`src/rtl/masked_sbox_layer_seq.sv`:
```
// Handshake sequencer and share registers around NUM_SBOX masked 4-bit S-box cores.
// Optional macro FRESH_REFRESH_EN: consume a fresh randomness word on every RUN beat.
module masked_sbox_layer_seq #(
    parameter int SECURITY_ORDER = 2,
    parameter int NUM_SBOX       = 1,
    parameter int LATENCY        = 10,
    parameter int FRESH_W        = 39,
    localparam int SW            = (SECURITY_ORDER + 1) * 4 * NUM_SBOX,
    localparam int RW            = FRESH_W * NUM_SBOX
) (
    input  logic          clk,
    input  logic          rst,
    input  logic          in_valid,
    output logic          in_ready,
    input  logic [SW-1:0] in_data,
    input  logic          rnd_valid,
    output logic          rnd_ready,
    input  logic [RW-1:0] rnd_data,
    output logic [SW-1:0] core_in,
    output logic [RW-1:0] core_fresh,
    input  logic [SW-1:0] core_out,
    output logic          out_valid,
    input  logic          out_ready,
    output logic [SW-1:0] out_data,
    output logic          synch,
    output logic          busy
);

    localparam int CW = $clog2(LATENCY + 1);

`ifdef FRESH_REFRESH_EN
    localparam bit REFRESH = 1'b1;
`else
    localparam bit REFRESH = 1'b0;
`endif

    if (LATENCY < 1) begin : g_latency_check
        $error("masked_sbox_layer_seq: LATENCY must be >= 1");
    end

    typedef enum logic [1:0] {
        IDLE = 2'd0,
        LOAD = 2'd1,
        RUN  = 2'd2,
        DONE = 2'd3
    } state_t;

    state_t          state_r, state_s;
    logic [CW-1:0]   cnt_r, cnt_s;
    logic [SW-1:0]   core_in_r, core_in_s;
    logic [RW-1:0]   core_fresh_r, core_fresh_s;
    logic [SW-1:0]   out_data_r, out_data_s;
    logic            synch_r, synch_s;
    logic            in_ready_r, in_ready_s;
    logic            rnd_ready_r, rnd_ready_s;
    logic            out_valid_r, out_valid_s;
    logic            busy_r, busy_s;
    logic            run_beat_s;

    // A RUN cycle only counts when randomness is being consumed in refresh mode.
    assign run_beat_s = REFRESH ? rnd_valid : 1'b1;

    // Next-state, counter and share-register update logic.
    always_comb begin
        state_s      = state_r;
        cnt_s        = cnt_r;
        core_in_s    = core_in_r;
        core_fresh_s = core_fresh_r;
        out_data_s   = out_data_r;
        synch_s      = 1'b0;
        case (state_r)
            IDLE: begin
                if (in_valid) begin
                    core_in_s = in_data;
                    state_s   = LOAD;
                end else begin
                    state_s   = IDLE;
                end
            end
            LOAD: begin
                if (rnd_valid) begin
                    core_fresh_s = rnd_data;
                    cnt_s        = CW'(LATENCY);
                    state_s      = RUN;
                end else begin
                    state_s      = LOAD;
                end
            end
            RUN: begin
                if (run_beat_s) begin
                    if (REFRESH) begin
                        core_fresh_s = rnd_data;
                    end else begin
                        core_fresh_s = core_fresh_r;
                    end
                    // cnt never reaches 0 inside RUN; <= 1 keeps the decrement from wrapping.
                    if (cnt_r <= CW'(1)) begin
                        out_data_s = core_out;
                        cnt_s      = '0;
                        synch_s    = 1'b1;
                        state_s    = DONE;
                    end else begin
                        cnt_s      = cnt_r - CW'(1);
                    end
                end else begin
                    cnt_s = cnt_r;
                end
            end
            DONE: begin
                if (out_ready) begin
                    core_in_s    = '0;
                    core_fresh_s = '0;
                    state_s      = IDLE;
                end else begin
                    state_s      = DONE;
                end
            end
            default: begin
                state_s = IDLE;
            end
        endcase
    end

    // Handshake flags are decoded from the next state so they leave the block registered.
    always_comb begin
        in_ready_s  = (state_s == IDLE);
        out_valid_s = (state_s == DONE);
        busy_s      = (state_s != IDLE);
        if (REFRESH) begin
            rnd_ready_s = (state_s == LOAD) || (state_s == RUN);
        end else begin
            rnd_ready_s = (state_s == LOAD);
        end
    end

    // State, share and flag registers.
    always_ff @(posedge clk or negedge rst) begin
        if (!rst) begin
            state_r      <= IDLE;
            cnt_r        <= '0;
            core_in_r    <= '0;
            core_fresh_r <= '0;
            out_data_r   <= '0;
            synch_r      <= 1'b0;
            in_ready_r   <= 1'b1;
            rnd_ready_r  <= 1'b0;
            out_valid_r  <= 1'b0;
            busy_r       <= 1'b0;
        end else begin
            state_r      <= state_s;
            cnt_r        <= cnt_s;
            core_in_r    <= core_in_s;
            core_fresh_r <= core_fresh_s;
            out_data_r   <= out_data_s;
            synch_r      <= synch_s;
            in_ready_r   <= in_ready_s;
            rnd_ready_r  <= rnd_ready_s;
            out_valid_r  <= out_valid_s;
            busy_r       <= busy_s;
        end
    end

    assign core_in    = core_in_r;
    assign core_fresh = core_fresh_r;
    assign out_data   = out_data_r;
    assign synch      = synch_r;
    assign in_ready   = in_ready_r;
    assign rnd_ready  = rnd_ready_r;
    assign out_valid  = out_valid_r;
    assign busy       = busy_r;

endmodule
```
`config.mk`:
```
export PLATFORM = sky130hd
export DESIGN_NAME = masked_sbox_layer_seq
export DESIGN_NICKNAME = d
export VERILOG_FILES = /design/src/rtl/masked_sbox_layer_seq.sv
export SDC_FILE = /design/constraint.sdc
export NUM_CORES = 1
export LEC_CHECK = 0
export BUFFER_PORTS_ARGS = -buffer_cell sky130_fd_sc_hd__buf_2
export CELL_PAD_IN_SITES_DETAIL_PLACEMENT = 1
export CELL_PAD_IN_SITES_GLOBAL_PLACEMENT = 2
export CORE_ASPECT_RATIO = 1.1
export CORE_MARGIN = 4
export CORE_UTILIZATION = 30
export CTS_BUF_LIST = sky130_fd_sc_hd__clkbuf_2
export DETAILED_ROUTE_END_ITERATION = 8
export PLACE_DENSITY = 0.88
export RECOVER_POWER = 50
export SLEW_MARGIN = 20
export SYNTH_ARGS = -nofsm -noshare
export SYNTH_HDL_FRONTEND = slang
export SYNTH_SLANG_ARGS = --single-unit
```
`constraint.sdc`:
```
create_clock -name clk -period 2.3 [get_ports clk]
set_input_delay 0.115 -clock clk [delete_from_list [all_inputs] [get_ports clk]]
set_output_delay 0.115 -clock clk [all_outputs]
set_load 0.05 [all_outputs]
```
# Yosys cells after proc, flatten, opt, wreduce, memory -nomap -nowiden

Cells that the tools add are included.

Output and inout bits: 68
Word-level logic and storage cells: 46
Bits in registers: 74

$lt $le $gt $ge: 1
Add/subtract/negate cells: 1
Muxes and demuxes: 16
Eq/ne operators: 8
Reduce and logical (&&, ||, !) cells: 10

Operators by type and width:

| operator            | count |
|---|---|
| $mux 39             | 2 |
| $pmux 39 s2         | 1 |
| $mux 12             | 2 |
| $pmux 12 s2         | 1 |
| $mux 4              | 2 |
| $pmux 2 s4          | 1 |
| $pmux 4 s2          | 1 |
| $reduce_bool 2->1   | 4 |
| $eq 2x2->1 const B  | 3 |
| $mux 2              | 3 |
| $ne 2x2->1 const B  | 3 |
| $reduce_and 3->1    | 2 |
| $eq 2x1->1 const B  | 2 |
| $le 4x1->1 const B  | 1 |
| $logic_not 2->1     | 2 |
| $reduce_and 2->1    | 2 |
| $sub 4x1->4 const B | 1 |
| $mux 1              | 3 |

# Depth between registers and ports, before layout

Gate-level depths: netlist of the first run.

Word-level depth: 4
Gate-level depth with buffers: 7
Depth with buffers taken out: 5

# Worst setup path after synthesis of the first run

Ideal clock, no wire load.

Path kind: register to register
Start: reg cnt_r[0]
End: reg out_data_r[10] (netlist: out_data[10])
Library setup time: 0.125 ns
Required time: 2.175 ns
Slack: 0.488 ns
Period minus slack after synthesis: 1.812 ns
Cell stages (with the launch flop): 8
Arrival time: 1.686 ns
Path through: dfrtp_1 inv_1 ha_1 nor2_1 or4_4 buf_6 buf_6 mux2_4

Cells in the longest elaborated chain, start to end: 2

RTL lines:

| item                              | line | source |
|---|---|---|
| start: declaration                | 49   | `logic [CW-1:0] cnt_r, cnt_s;` |
| start signal: assignment          | 151  | `cnt_r <= cnt_s;` |
| $le 4x1->1                        | 97   | `if (cnt_r <= CW'(1)) begin` |
| $reduce_and 2->1 (no source line) | -    |  |
| end signal: assignment            | 154  | `out_data_r <= out_data_s;` |
| end: declaration                  | 52   | `logic [SW-1:0] out_data_r, out_data_s;` |

No other way between the ends.
A chain may end at the register's enable or synchronous reset.

# Final worst setup path of the first run

Ends and elaborated chain as after synthesis.

==> results.md, run 1 <==
| Step | Item | Value |
| --- | --- | --- |
| clocking | Number of gates resized after cts | 0 |
| clocking | Clock Tree Root | clkbuf_2 |
| drt | Via/cell ratio | 4.81 |
| floorplan | Y dimension of the die | 109 µm |
| place | Count of port buffers added during placement | 135 |
| sta | Setup total negative slack | 0 ns |
| grt | Number of antenna violations at the first check in global routing | 0 |
| drt | Number of optimization iterations in the first detailed-route pass | 4 |
| floorplan | Count of pins on the block boundary | 136 |
| drt | DRC errors left | 0 |
| logic synthesis | Distinct cell type count after synthesis | 33 |
| hold path | Worst min path class | in -> reg |
| critical path | Maximum single-stage delay on the critical path | 0.57 ns |
| clocking | Number of buffers inserted to repair setup after CTS | 0 |
| logic synthesis | Synth async-reset ratio | 100% |
| layout | Most frequent cells in the layout | buf_2 (104), dfrtp_1 (73), dlygate4sd3_1 (68), a22o_1 (51), clkbuf_1 (30) |
| logic synthesis | Number of enable flip-flop cells after synthesis | 0 |
| layout | Share of layout cells above drive strength 1 | 34.7% |
| drt | Drt first-iter violations | 102 |
| drt | Antenna-violating nets left | 0 |
| logic synthesis | Post-synth top flop | dfrtp_1 |
| sta | PnR worst setup slack | 0.418 ns |
| logic synthesis | Cell area after technology mapping | 0.00281 mm² |
| layout | Most frequent standard cell in the layout excluding fill and tap cells | buf_2 |
| grt | Overall fraction of global-route tracks in use | 17.4% |
| sta | Max Fclk | 531 MHz |
| sta | Setup violators final | 0 |
| logic synthesis | Number of nets in the synthesized netlist | 266 |
| floorplan | Chip Width | 100 µm |
| floorplan | Die area | 0.0110 mm² |
| critical path | Endpoint kind of the worst setup timing path | flip-flop |
| clocking | Clock tree from TritonCTS | done |
| clocking | Clock Pin Slew Worst Setup and Hold Paths | 0.20 ns |
| sta | Setup repair after global routing missed its margin | no |
| critical path | Category of cells accounting for the largest share of critical-path delay | simple AND/OR/NAND/NOR gates |
| sta | Number of pins exceeding their max-slew limit in the final report | 75 |
| floorplan | Core area | 0.00901 mm² |
| grt | Via count of the first global-routing pass | 2843 |
| critical path | CP Cell Sequence | inv_1 -> ha_1 -> nor2_1 -> or4_4 -> mux2_4 |
| sta | Crit share post-route | 81.8% |
| logic synthesis | Gate count of the mapped netlist | 196 |
| pwr | Leakage power | 2.20 nW |
| place | HPWL after detailed placement | 5.25 mm |
| critical path | Worst endpoint required time | 2.70 ns |
| pwr | Total power divided by cell area | 1590 mW/mm² |
| grt | Grt ovf | 0 |
| job | Maximum Capacitance Violations | 1 |
| sta | Minimum hold slack | 0.371 ns |
| layout | Count of nets after finishing | 470 |
| floorplan | Placement Rows | 36 |
| grt | First-pass GRT wire length | 14.8 mm |
| floorplan | Initial cell density of the core | 31.2% |
| critical path | Worst path slowest cell | or4_4 |
| sta | Actual transition at the worst max-transition pin | 1.77 ns |
| drt | Total number of vias | 2489 |
| status | Outcome | finished with violations |
| logic synthesis | Syn. warnings | 0 |
| critical path | Setup crit start kind | flip-flop |
| logic synthesis | Area share of the leading cell type in the synthesized netlist | 65.1% |
| layout | Antenna diode instance count | 0 |
| layout | Synthesis-to-finish area growth | 53.7% |
| drt | Total Wirelength | 9.09 mm |
| sta | Post-layout minimum cycle time | 1.88 ns |
| critical path | Peak fanout along the critical path | 16 |
| clocking | Max Buffers Root-to-Sink | 2 |
| clocking | Clock latency reported for the late side of the worst-skew pair | 0.48 ns |
| drt | Average routed wire per standard cell | 17.5 µm |
| logic synthesis | Sequential fraction of the synthesis area | 66.0% |
| logic synthesis | Flip-flop and latch count after synthesis | 74 |
| clocking | CTS HTree Levels | 3 |
| status | Failing checks | max-capacitance violations, max-slew violations |
| sta | Remaining max-slew budget at the tightest pin | -18.0% |
| pwr | Total Power | 6.87 mW |
| place | Final weighted congestion of routability-driven global placement | 0.686 |
| critical path | Worst Setup Path Type | reg -> reg |
| critical path | Worst path bufs/invs | 1 |
| clocking | Clock sink count | 74 |
| sta | Hold Violations, Final | 0 |
| logic synthesis | Dominant cell type by area after synthesis | dfrtp_1 |
| logic synthesis | Most area-consuming cells after synthesis | dfrtp_1 (65%), a22o_1 (16%), mux2_4 (3.2%) |
| logic synthesis | Average cell area after synthesis | 14.3 µm² |
| critical path | Data arrival time at the worst-slack endpoint | 2.28 ns |
| clocking | Clock buffers created by TritonCTS | 9 |
| grt | Maximum number of pins on one net before global-route repair | 75 |
| place | Post-Place Setup Slack | 0.457 ns |
| pwr | Largest voltage drop on the vdd net | 0.712 mV |
| sta | Fin Clk Skew | 0.0171 ns |
==> worst register-to-register path, cell delays in order, from the launching register on <==
cell and delay, ns:
dfrtp_1 0.50, inv_1 0.09, ha_1 0.20, nor2_1 0.09, or4_4 0.57, mux2_4 0.35
==> final cells by class <==
| class | instances | area [µm²] |
|---|---|---|
| repair buffers | 208 | 1360 |
| well taps | 114 | 143 |
| inverters | 5 | 18.8 |
| flip-flops and latches | 74 | 1850 |
| clock inverters | 6 | 35.0 |
| clock buffers | 9 | 45.0 |
| multi-input cells | 102 | 863 |
| fillers | 996 | 4690 |
==> path summary, 6_finish.rpt <==
path,from,slack [ns],depth (start not counted),to
worst max-delay path,cnt_r[0],0.42,5,out_data[10]
worst min-delay path,in_data[6],0.37,3,core_in[6]
worst max register to register,cnt_r[0],0.42,5,out_data[10]
worst min register to register,core_in[10],0.52,1,core_in[10]
max in group asynchronous,rst,0.61,2,core_in[4]
min in group asynchronous,rst,0.62,2,out_data[5]
==> synthesized netlist by cell type, drive strengths merged, types with 2 or more instances <==
master / n
dfrtp: 73
a22o: 51
mux2: 13
clkbuf: 11
nor2: 6
inv: 5
a21oi: 4
buf: 4
nand2: 4
a32o: 2
ha: 2
nand2b: 2
nand3: 2
o21ai: 2
==> repair_timing <==
action	CTS	global route
hold buffers	68	0
hold endpoints to repair	142	0
setup endpoints to repair	0	0
==> stage by stage <==
stage	util (%)	instances	cell area, µm²
floorplan	-	196	2810
detailed placement	39.9	435	3590
CTS	48.3	518	4350
global route	47.9	518	4310
finish	47.9	518	4310
global placement	39.9	435	3590
==> flip-flops by register name (all words and copies together) (netlist names) <==
| signal | flops |
|---|---|
| out_valid | 1 |
| in_ready | 1 |
| out_data | 12 |
| core_in | 12 |
| state_r | 2 |
| core_fresh | 39 |
| rnd_ready | 1 |
| busy | 1 |
| synch | 1 |
| cnt_r | 4 |
==> power breakdown <==
part / internal (mW) / switching (mW) / leakage, nW
logic: 1.09 / 2.88 / 1.21
clock network: 0.126 / 0.441 / 0.0449
registers: 1.91 / 0.421 / 0.944
total: 3.13 / 3.74 / 2.20
==> cell families (layout without fill, tap and decap cells) <==
family | count (synthesis) | count (layout) | synth area share [%]
DFF | 74 | 74 | 66.0
AOI/OAI and AO/OA | 63 | 63 | 18.8
and+or+nand+nor | 23 | 23 | 4.72
buffers and inverters | 20 | 228 | 3.25
muxes | 14 | 14 | 6.37
adders and majority gates | 2 | 2 | 0.891
==> routing by layer <==
metal | up-vias | global-route usage [%] | wire length, µm
li1 | 1133 | - | -
met1 | 1240 | 20.8 | 3660
met2 | 107 | 30.8 | 4710
met3 | 9 | 4.70 | 642
met4 | 0 | 5.20 | 73
met5 | - | 0 | 0
Power figures use the tool's default switching activity.
==> run 2, diff against run 1 <==
ABC_AREA = 1   (was not set)
CORE_UTILIZATION = 27   (was 30)
clock period = 1.8 ns   (was 2.3 ns; I/O delays follow)
==> results.md, run 2 <==
| Step | Item | Value | vs previous |
| --- | --- | --- | --- |
| sta | Post-layout minimum cycle time | 1.66 ns | -0.222 ns |
| critical path | Worst Setup Path Type | reg -> reg |  |
| layout | Share of layout cells above drive strength 1 | 24.4% | -10 points |
| pwr | Leakage power | 2.53 nW | +15% |
| pwr | Largest voltage drop on the vdd net | 0.639 mV | -10% |
| sta | Setup total negative slack | 0 ns | unchanged |
| sta | Hold Violations, Final | 0 | unchanged |
| drt | Number of optimization iterations in the first detailed-route pass | 4 | unchanged |
| drt | Antenna-violating nets left | 0 | unchanged |
| place | Final weighted congestion of routability-driven global placement | 0.730 | +6.5% |
| grt | Number of antenna violations at the first check in global routing | 0 | unchanged |
| drt | Total number of vias | 3065 | +23% |
| logic synthesis | Cell area after technology mapping | 0.00301 mm² | +7.0% |
| critical path | Worst endpoint required time | 2.25 ns | -0.45 ns |
| layout | Most frequent standard cell in the layout excluding fill and tap cells | nand2_1 |  |
| drt | Average routed wire per standard cell | 14.8 µm | -16% |
| logic synthesis | Average cell area after synthesis | 9.03 µm² | -37% |
| grt | Grt ovf | 0 | unchanged |
| pwr | Total power divided by cell area | 1870 mW/mm² | +17% |
| critical path | Endpoint kind of the worst setup timing path | flip-flop |  |
| critical path | Worst R2R Path Depth | 5 | unchanged |
| sta | Fin Clk Skew | 0.0220 ns | +0.00490 ns |
| critical path | Data arrival time at the worst-slack endpoint | 2.11 ns | -0.17 ns |
| drt | DRC errors left | 0 | unchanged |
| clocking | Clock Pin Slew Worst Setup and Hold Paths | 0.21 ns | about the same |
| logic synthesis | Number of nets in the synthesized netlist | 403 | +52% |
| drt | Drt first-iter violations | 141 | +38% |
| sta | PnR worst setup slack | 0.140 ns | -0.278 ns |
| critical path | FF-to-FF Start | state_r[1] |  |
| logic synthesis | Most area-consuming cells after synthesis | dfrtp_1 (61%), nand2_1 (17%), nand3_1 (11%) |  |
| logic synthesis | Synth top cells by count | nand2_1 (140), dfrtp_1 (73), nand3_1 (68), buf_2 (10), inv_1 (9) |  |
| floorplan | Chip Width | 109 µm | +8.3% |
| job | Maximum Capacitance Violations | 0 | -1 |
| floorplan | Placement Rows | 40 | +11% |
| logic synthesis | Syn. warnings | 0 | unchanged |
| logic synthesis | Post-synth top flop | dfrtp_1 |  |
| logic synthesis | Flip-flop and latch count after synthesis | 74 | unchanged |
| logic synthesis | Area share of the leading cell type in the synthesized netlist | 60.8% | -4.3 points |
| clocking | Clock Tree Root | clkbuf_2 |  |
| logic synthesis | Dominant cell type by area after synthesis | dfrtp_1 |  |
| critical path | Peak fanout along the critical path | 12 | -4 |
| grt | First-pass GRT wire length | 16.8 mm | +13% |
| logic synthesis | Gate count of the mapped netlist | 333 | +70% |
| place | Standard cell area after detailed placement | 0.00386 mm² | +7.4% |
| critical path | CP Cell Sequence | nor2_2 -> buf_4 -> nand3_1 -> dlygate4sd3_1 -> nand2_1 |  |
| place | HPWL after detailed placement | 6.29 mm | +20% |
| hold path | Worst min path class | in -> async |  |
| place | Post-Place Setup Slack | 0.389 ns | -0.0682 ns |
| floorplan | Initial cell density of the core | 27.5% | -3.6 points |
| clocking | Clock buffers created by TritonCTS | 9 | unchanged |
| critical path | Worst setup path startpoint | state_r[1] |  |
| sta | Setup repair after global routing missed its margin | no |  |
| grt | Maximum number of pins on one net before global-route repair | 40 | -47% |
| sta | Remaining max-slew budget at the tightest pin | 38.1% | +56 points |
| layout | Number of flip-flops in the largest register | 39 | unchanged |
| critical path | Setup crit start kind | flip-flop |  |
| clocking | Max Buffers Root-to-Sink | 2 | unchanged |
| logic synthesis | Synth async-reset ratio | 100% | unchanged |
| critical path | Worst path slowest cell | dlygate4sd3_1 |  |
| layout | Most frequent cells in the layout | nand2_1 (140), buf_2 (102), dlygate4sd3_1 (79), dfrtp_1 (71), nand3_1 (67) |  |
| drt | Total Wirelength | 10.4 mm | +14% |
| logic synthesis | Sequential fraction of the synthesis area | 61.7% | -4.3 points |
| logic synthesis | Number of enable flip-flop cells after synthesis | 0 | unchanged |
| drt | Via/cell ratio | 4.37 | -9.0% |
| layout | Final design area excluding fillers | 0.00474 mm² | +10% |
| logic synthesis | Distinct cell type count after synthesis | 20 | -39% |
| logic synthesis | Most used standard cell by instance count after synthesis | nand2_1 |  |
| grt | Via count of the first global-routing pass | 3380 | +19% |
| critical path | Worst reg2reg path endpoint | core_in[5] |  |
| sta | Max Fclk | 602 MHz | +13% |
| floorplan | Y dimension of the die | 119 µm | +8.4% |
| grt | Overall fraction of global-route tracks in use | 16.4% | -0.99 points |
| clocking | Clock tree from TritonCTS | done |  |
| place | Count of port buffers added during placement | 135 | unchanged |
| clocking | CTS HTree Levels | 3 | unchanged |
| floorplan | Count of pins on the block boundary | 136 | unchanged |
| sta | Setup violators final | 0 | unchanged |
| layout | Synthesis-to-finish area growth | 57.9% |  |
| critical path | Timing endpoint of the critical path | core_in[5] |  |
| clocking | Clock sink count | 74 | unchanged |
| critical path | Maximum single-stage delay on the critical path | 0.58 ns | about the same |
| sta | Actual transition at the worst max-transition pin | 0.928 ns | -0.842 ns |
| floorplan | Die area | 0.0129 mm² | +17% |
| layout | Count of nets after finishing | 618 | +31% |
| clocking | Clock latency reported for the late side of the worst-skew pair | 0.49 ns | about the same |
| floorplan | Core area | 0.0109 mm² | +21% |
| status | Outcome | finished clean |  |
| sta | Minimum hold slack | 0.250 ns | -0.121 ns |
| sta | Crit share post-route | 92.2% | +10 points |
| sta | Number of pins exceeding their max-slew limit in the final report | 0 | -100% |
| layout | Fillers | 1343 | +35% |
| critical path | Worst reg2reg setup slack | 0.14 ns | -0.28 ns |
-- run 2: cell types whose count changed after synthesis, sizes merged, moves of 2 or more --
cell / before / now
o21ai: 2 / 5
nand2b: 2 / 0
a21oi: 4 / 1
a22o: 51 / 0
nand2: 4 / 140
mux2: 13 / 0
nor2: 6 / 10
a32o: 2 / 0
buf: 4 / 14
nand3: 2 / 68
inv: 5 / 12
clkbuf: 11 / 4
-- run 2: final cells by class --
class | instances | area, µm² | share of cell area (%)
diodes | 1 | 2.50 | 0.0527
multi-input cells | 229 | 1000 | 21.1
repair buffers | 222 | 1500 | 31.6
well taps | 147 | 184 | 3.88
inverters | 12 | 45.0 | 0.949
clock buffers | 10 | 50.0 | 1.05
flip-flops and latches | 74 | 1860 | 39.1
clock inverters | 6 | 105 | 2.22
-- run 2: critical path: cells and delay by family (launching register included) --
| family | cells | cell delay [ns] |
|---|---|---|
| DFF | 1 | 0.50 |
| and+or+nand+nor | 3 | 0.34 |
| buffers and inverters | 2 | 0.79 |
-- run 2: worst min-delay path by stage --
stage,from,to,cells past startpoint
after floorplan,rst,busy,0
after global placement,rst,out_data[1],1
after detailed placement,rst,out_data[1],1
after CTS,rst,out_data[10],2
after global routing,rnd_data[4],core_fresh[4],4
final,rst,out_data[10],2
-- run 2: power breakdown --
part	total [mW]	switching [mW]	internal, mW	leakage (nW)
logic	4.83	3.72	1.11	1.50
clock network	1.17	0.576	0.596	0.0872
registers	2.86	0.461	2.39	0.945
total	8.86	4.76	4.10	2.53
-- run 2: cell families after synthesis --
logic type	synth area share, %
AOI/OAI and AO/OA	1.71
xor gates and xnor gates	0.291
adders and majority gates	0.833
buffers and inverters	4.91
DFF	61.7
and+or+nand+nor	30.6
-- run 2: routing by layer --
layer	wire, µm	share of wire (%)	global-route usage (%)	up-vias
li1	-	-	-	1487
met1	4440	43	20.2	1468
met2	5180	50	28.1	99
met3	642	6.2	4.26	11
met4	123	1.2	4.58	0
met5	0	0	0	-
-- run 2: what timing repair did --
action / CTS / global route
buffers inserted: 0 / 0
hold buffers: 79 / 0
hold endpoints to repair: 140 / 0
gates resized for setup: 0 / 3
endpoints found under the setup margin: 0 / 11
-- run 2: through the flow --
stage	cells	util, %	power, mW
floorplan	333	-	6.37
global placement	605	35.4	7.54
detailed placement	605	35.4	7.65
CTS	700	44.0	9.01
global route	700	43.5	9.44
finish	701	43.5	8.86
